## src/rtl/seven_seg_pkg.sv

```systemverilog
// Shared constants for the seven-segment demo: segment lookup table and DP threshold.
// Patterns are ordered {A,B,C,D,E,F,G} with a lit segment encoded as 1.
package seven_seg_pkg;

  localparam logic [3:0] DP_THRESHOLD = 4'd10;

  localparam logic [6:0] SEG_LUT [16] = '{
    7'h7E,  // 0
    7'h30,  // 1
    7'h6D,  // 2
    7'h79,  // 3
    7'h33,  // 4
    7'h5B,  // 5
    7'h5F,  // 6
    7'h70,  // 7
    7'h7F,  // 8
    7'h7B,  // 9
    7'h77,  // A
    7'h1F,  // b
    7'h4E,  // C
    7'h3D,  // d
    7'h4F,  // E
    7'h47   // F
  };

  // Every 4-bit code has a table entry, so no blank fallback is needed.
  function automatic logic [6:0] seg_lookup(input logic [3:0] hex);
    return SEG_LUT[hex];
  endfunction

endpackage

```

## src/rtl/hex_to_seg.sv

```systemverilog
// Purely combinational hex digit to active-high segment pattern decoder.
// dp_en flags the letter digits (10-15); the top decides whether to use it.
module hex_to_seg
  import seven_seg_pkg::*;
(
  input  logic [3:0] hex,
  output logic [6:0] seg,
  output logic       dp_en
);

  assign seg   = seg_lookup(hex);
  assign dp_en = (hex >= DP_THRESHOLD);

endmodule

```

## src/rtl/seven_seg_top.sv

```systemverilog
// Top level of the icoboard seven-segment demo: decode, polarity and output registers.
// RST blanks the digit at the unlit level of the selected polarity.
module seven_seg_top
  import seven_seg_pkg::*;
#(
  parameter bit ACTIVE_LOW = 1'b0,
  parameter bit DP_ON_HEX  = 1'b0
) (
  input  logic       CLK,
  input  logic       RST,
  input  logic [3:0] IN,
  output logic       A,
  output logic       B,
  output logic       C,
  output logic       D,
  output logic       E,
  output logic       F,
  output logic       G,
  output logic       DP
);

  logic [6:0] seg_s;
  logic       dp_en_s;
  logic       dp_lit_s;
  logic [6:0] seg_next_s;
  logic       dp_next_s;
  logic [6:0] seg_blank_s;
  logic       dp_blank_s;
  logic [6:0] seg_r;
  logic       dp_r;

  hex_to_seg u_hex_to_seg (
    .hex   (IN),
    .seg   (seg_s),
    .dp_en (dp_en_s)
  );

  assign dp_lit_s = DP_ON_HEX & dp_en_s;

  // Apply output polarity to the decoded pattern and the blank level.
  always_comb begin
    seg_next_s  = seg_s;
    dp_next_s   = dp_lit_s;
    seg_blank_s = 7'h00;
    dp_blank_s  = 1'b0;
    if (ACTIVE_LOW) begin
      seg_next_s  = ~seg_s;
      dp_next_s   = ~dp_lit_s;
      seg_blank_s = 7'h7F;
      dp_blank_s  = 1'b1;
    end else begin
      seg_next_s  = seg_s;
      dp_next_s   = dp_lit_s;
      seg_blank_s = 7'h00;
      dp_blank_s  = 1'b0;
    end
  end

  // Output registers; reset wins over any IN value.
  always_ff @(posedge CLK) begin
    if (RST) begin
      seg_r <= seg_blank_s;
      dp_r  <= dp_blank_s;
    end else begin
      seg_r <= seg_next_s;
      dp_r  <= dp_next_s;
    end
  end

  assign {A, B, C, D, E, F, G} = seg_r;
  assign DP                    = dp_r;

endmodule

```

## config.mk

```make
export PLATFORM = sky130hd
export DESIGN_NAME = seven_seg_top
export DESIGN_NICKNAME = d
export VERILOG_FILES = /design/src/rtl/seven_seg_pkg.sv /design/src/rtl/hex_to_seg.sv /design/src/rtl/seven_seg_top.sv
export SDC_FILE = /design/constraint.sdc
export NUM_CORES = 1
export LEC_CHECK = 0
export ABC_AREA = 1
export CAP_MARGIN = 20
export CORE_AREA = 10 10 47 49
export DETAILED_ROUTE_END_ITERATION = 8
export DIE_AREA = 0 0 57 59
export PLACE_DENSITY_LB_ADDON = 0.1
export SYNTH_ARGS = -nofsm -noshare
export SYNTH_HDL_FRONTEND = slang
export SYNTH_SLANG_ARGS = --single-unit
```

## constraint.sdc

```tcl
create_clock -name CLK -period 1.4 [get_ports CLK]
set_input_delay 0.14 -clock CLK [delete_from_list [all_inputs] [get_ports CLK]]
set_output_delay 0.14 -clock CLK [all_outputs]
set_load 0.01 [all_outputs]
```

==> flow_metrics.py <==
metrics = {
    "job": {
        "maxCapViolations": 0,
    },
    "drt": {
        "viasPerCell": 4.48,
        "dr.pass1.iters": 4,
        "antenna_left": 0,
        "wl_um": 908,
        "drt_iter0_drc": 9,
        "wire_per_inst_um": 9.87,
        "drcViolationCount": 0,
        "via_count": 412,
    },
    "critical_path": {
        "critPathLaunchType": "flip-flop",
        "startpoint": "seg_r[3]",
        "required_ns": 1.26,
        "worst-setup-path-type": "reg2out",
        "path_max_fanout": 1,
        "arrival_ns": 1.08,
        "crit_chain": "clkdlybuf4s50_1",
        "crit_buf_inv": 1,
        "critPathMaxStageDelay_ns": 0.53,
        "cp_slowest_cell": "clkdlybuf4s50_1",
        "cp-endpoint": "D",
        "crit_path_end_kind": "output pin",
        "cp_top_family": "buffers and inverters",
        "crit_cells": 1,
    },
    "synthesis": {
        "ys_ff_latch": 7,
        "synth_nets": 68,
        "ys_warn_count": 0,
        "synthCells": 55,
        "ys_seq_area_share_pct": 33.4,
        "synth_area_um2": 419,
        "synth_compound_area_share_pct": 9.55,
        "synthMuxAreaShare_pct": 0,
        "yosys.area.top_type": "dfxtp_1",
        "synth_top_family_by_area": "simple AND/OR/NAND/NOR gates",
        "synthSimpleGateAreaFrac_pct": 28.1,
        "synth_area_per_cell_um2": 7.62,
        "ys_types": 15,
        "netlist_top_cells_area": "dfxtp_1 (33%), ha_1 (21%), nand2_1 (11%)",
        "synthAdderAreaFrac_pct": 20.9,
        "synthXorXnorAreaFrac_pct": 0,
        "synth_top_area_share_pct": 33.4,
    },
    "pwr": {
        "peakVddDrop_v": 0.000215,
        "pwr-share-comb_pct": 25.4,
        "intPower_uw": 395,
        "p_per_area_nw_per_um2": 844,
        "p_total_uw": 526,
        "switchingPower_uw": 131,
        "leakagePower_uw": 0.000302,
        "pwr-share-seq_pct": 41.7,
        "swShare_pct": 24.9,
        "p_clk_share_pct": 32.9,
    },
    "clock_network": {
        "clock_path_buffers": 2,
        "htree_levels": 1,
        "cts_hold_buf": 0,
        "root_buffer": "clkbuf_4",
        "clock_sinks": 7,
        "clk_pin_slew_ns": 0.05,
        "cts_buffers": 3,
        "cts_setup_buffers": 0,
        "cts_resized": 0,
        "cts_tree": "built",
    },
    "finish": {
        "area_growth_pct": 48.7,
        "post-route-util_pct": 44.5,
        "top_regs": "seg_r: 7 flops",
        "finalNonFillerCells": 92,
        "fill_cells": 155,
        "layout_common_cells": "nand2_1 (12), clkdlybuf4s50_1 (12), ha_1 (7), dfxtp_1 (7)",
        "final_area_um2": 623,
        "nets": 90,
        "largest_register_ffs": 7,
        "antenna_cells": 0,
        "drive_gt1_share_pct": 17.1,
        "regMostFlops": "seg_r",
    },
    "global_route": {
        "grt_pass1_vias": 425,
        "grt_antenna_before_repair": 0,
        "grt_max_degree": 8,
        "grt_use_total_pct": 6.21,
        "grt_pass1_wl_um": 1690,
        "grt-ovfl-total": 0,
    },
    "sta": {
        "final_max_slew_viol_count": 0,
        "worst_slack_ns": 0.183,
        "fin_crit_sh_pct": 87.0,
        "final_hold_viol_count": 0,
        "max_freq_mhz": 821,
        "finalCriticalPeriod_ns": 1.22,
        "rsz0062_at_grt": "false",
        "setup_viol": 0,
    },
    "floorplanning": {
        "die_x_um": 57,
        "die_area_um2": 3360,
        "boundaryPins": 14,
        "rows": 14,
        "die-height_um": 59,
        "start_util_pct": 29.9,
        "core_um2": 1400,
    },
    "worst_hold_path": {
        "worstHoldPathType": "in2reg",
    },
    "placement": {
        "dp_slack_ns": -0.0226,
        "dp_hpwl_um": 780,
        "place.gp.congestion": 0.738,
        "dp.cells": 88,
        "dpl_cell_area_um2": 597,
        "io_buffers": 12,
    },
    "status": {
        "status": "finished clean",
    },
}
how the worst min path moves through the flow:
stage,startpoint,slack [ns],cells after the start,endpoint
after floorplan,RST,0.21,1,seg_r[4]
after global placement,IN[3],0.81,3,seg_r[4]
after detailed placement,IN[3],0.80,3,seg_r[4]
after CTS,IN[3],0.53,3,seg_r[4]
after global routing,IN[3],0.61,3,seg_r[5]
final,IN[3],0.55,3,seg_r[4]
cells by family after synthesis:
family,Yosys count
and+or+nand+nor,25
AOI/OAI and AO/OA,8
buffers and inverters,7
adders and majority gates,7
DFF,7
other,1
cell type report:
cell class	count	area (µm²)	area share, %
well taps	16	20.0	3.21
multi-input cells	41	249	40.0
inverters	6	22.5	3.61
clock buffers	4	26.3	4.22
repair buffers	18	165	26.5
flip-flops and latches	7	140	22.5
stage by stage:
stage	hold slack (ns)	setup TNS, ns
finish	0.548	0
global route	0.605	0
CTS	0.530	0
detailed placement	0.796	-0.0327
global placement	0.810	-0.0249
floorplan	0.209	0
power by group through the flow:
stage	Clock (µW)	Sequential, µW	Combinational, µW
after floorplan	0	232	51.3
after global placement	0	223	135
after detailed placement	0	223	134
after CTS	186	219	135
after global routing	193	222	150
final	173	219	133
metal layers:
| metal | track usage (%) | vias to the layer above | part of all wire [%] |
|---|---|---|---|
| li1 | - | 215 | - |
| met1 | 6.13 | 174 | 40 |
| met2 | 10.1 | 21 | 51 |
| met3 | 1.29 | 2 | 6.3 |
| met4 | 7.05 | 0 | 2.5 |
| met5 | 0 | - | 0 |
synth_stat cells:
cell type  instances
a21oi_1            5
inv_2              1
nand3_1            3
dfxtp_1            7
ha_1               7
nor2_1             6
nor3_1             1
buf_4              1
inv_1              5
o21ai_0            3
nor3b_2            1
nand2_1           12
nand2_2            1
nor2_4             1
conb_1             1
Power figures use the tool's default switching activity.
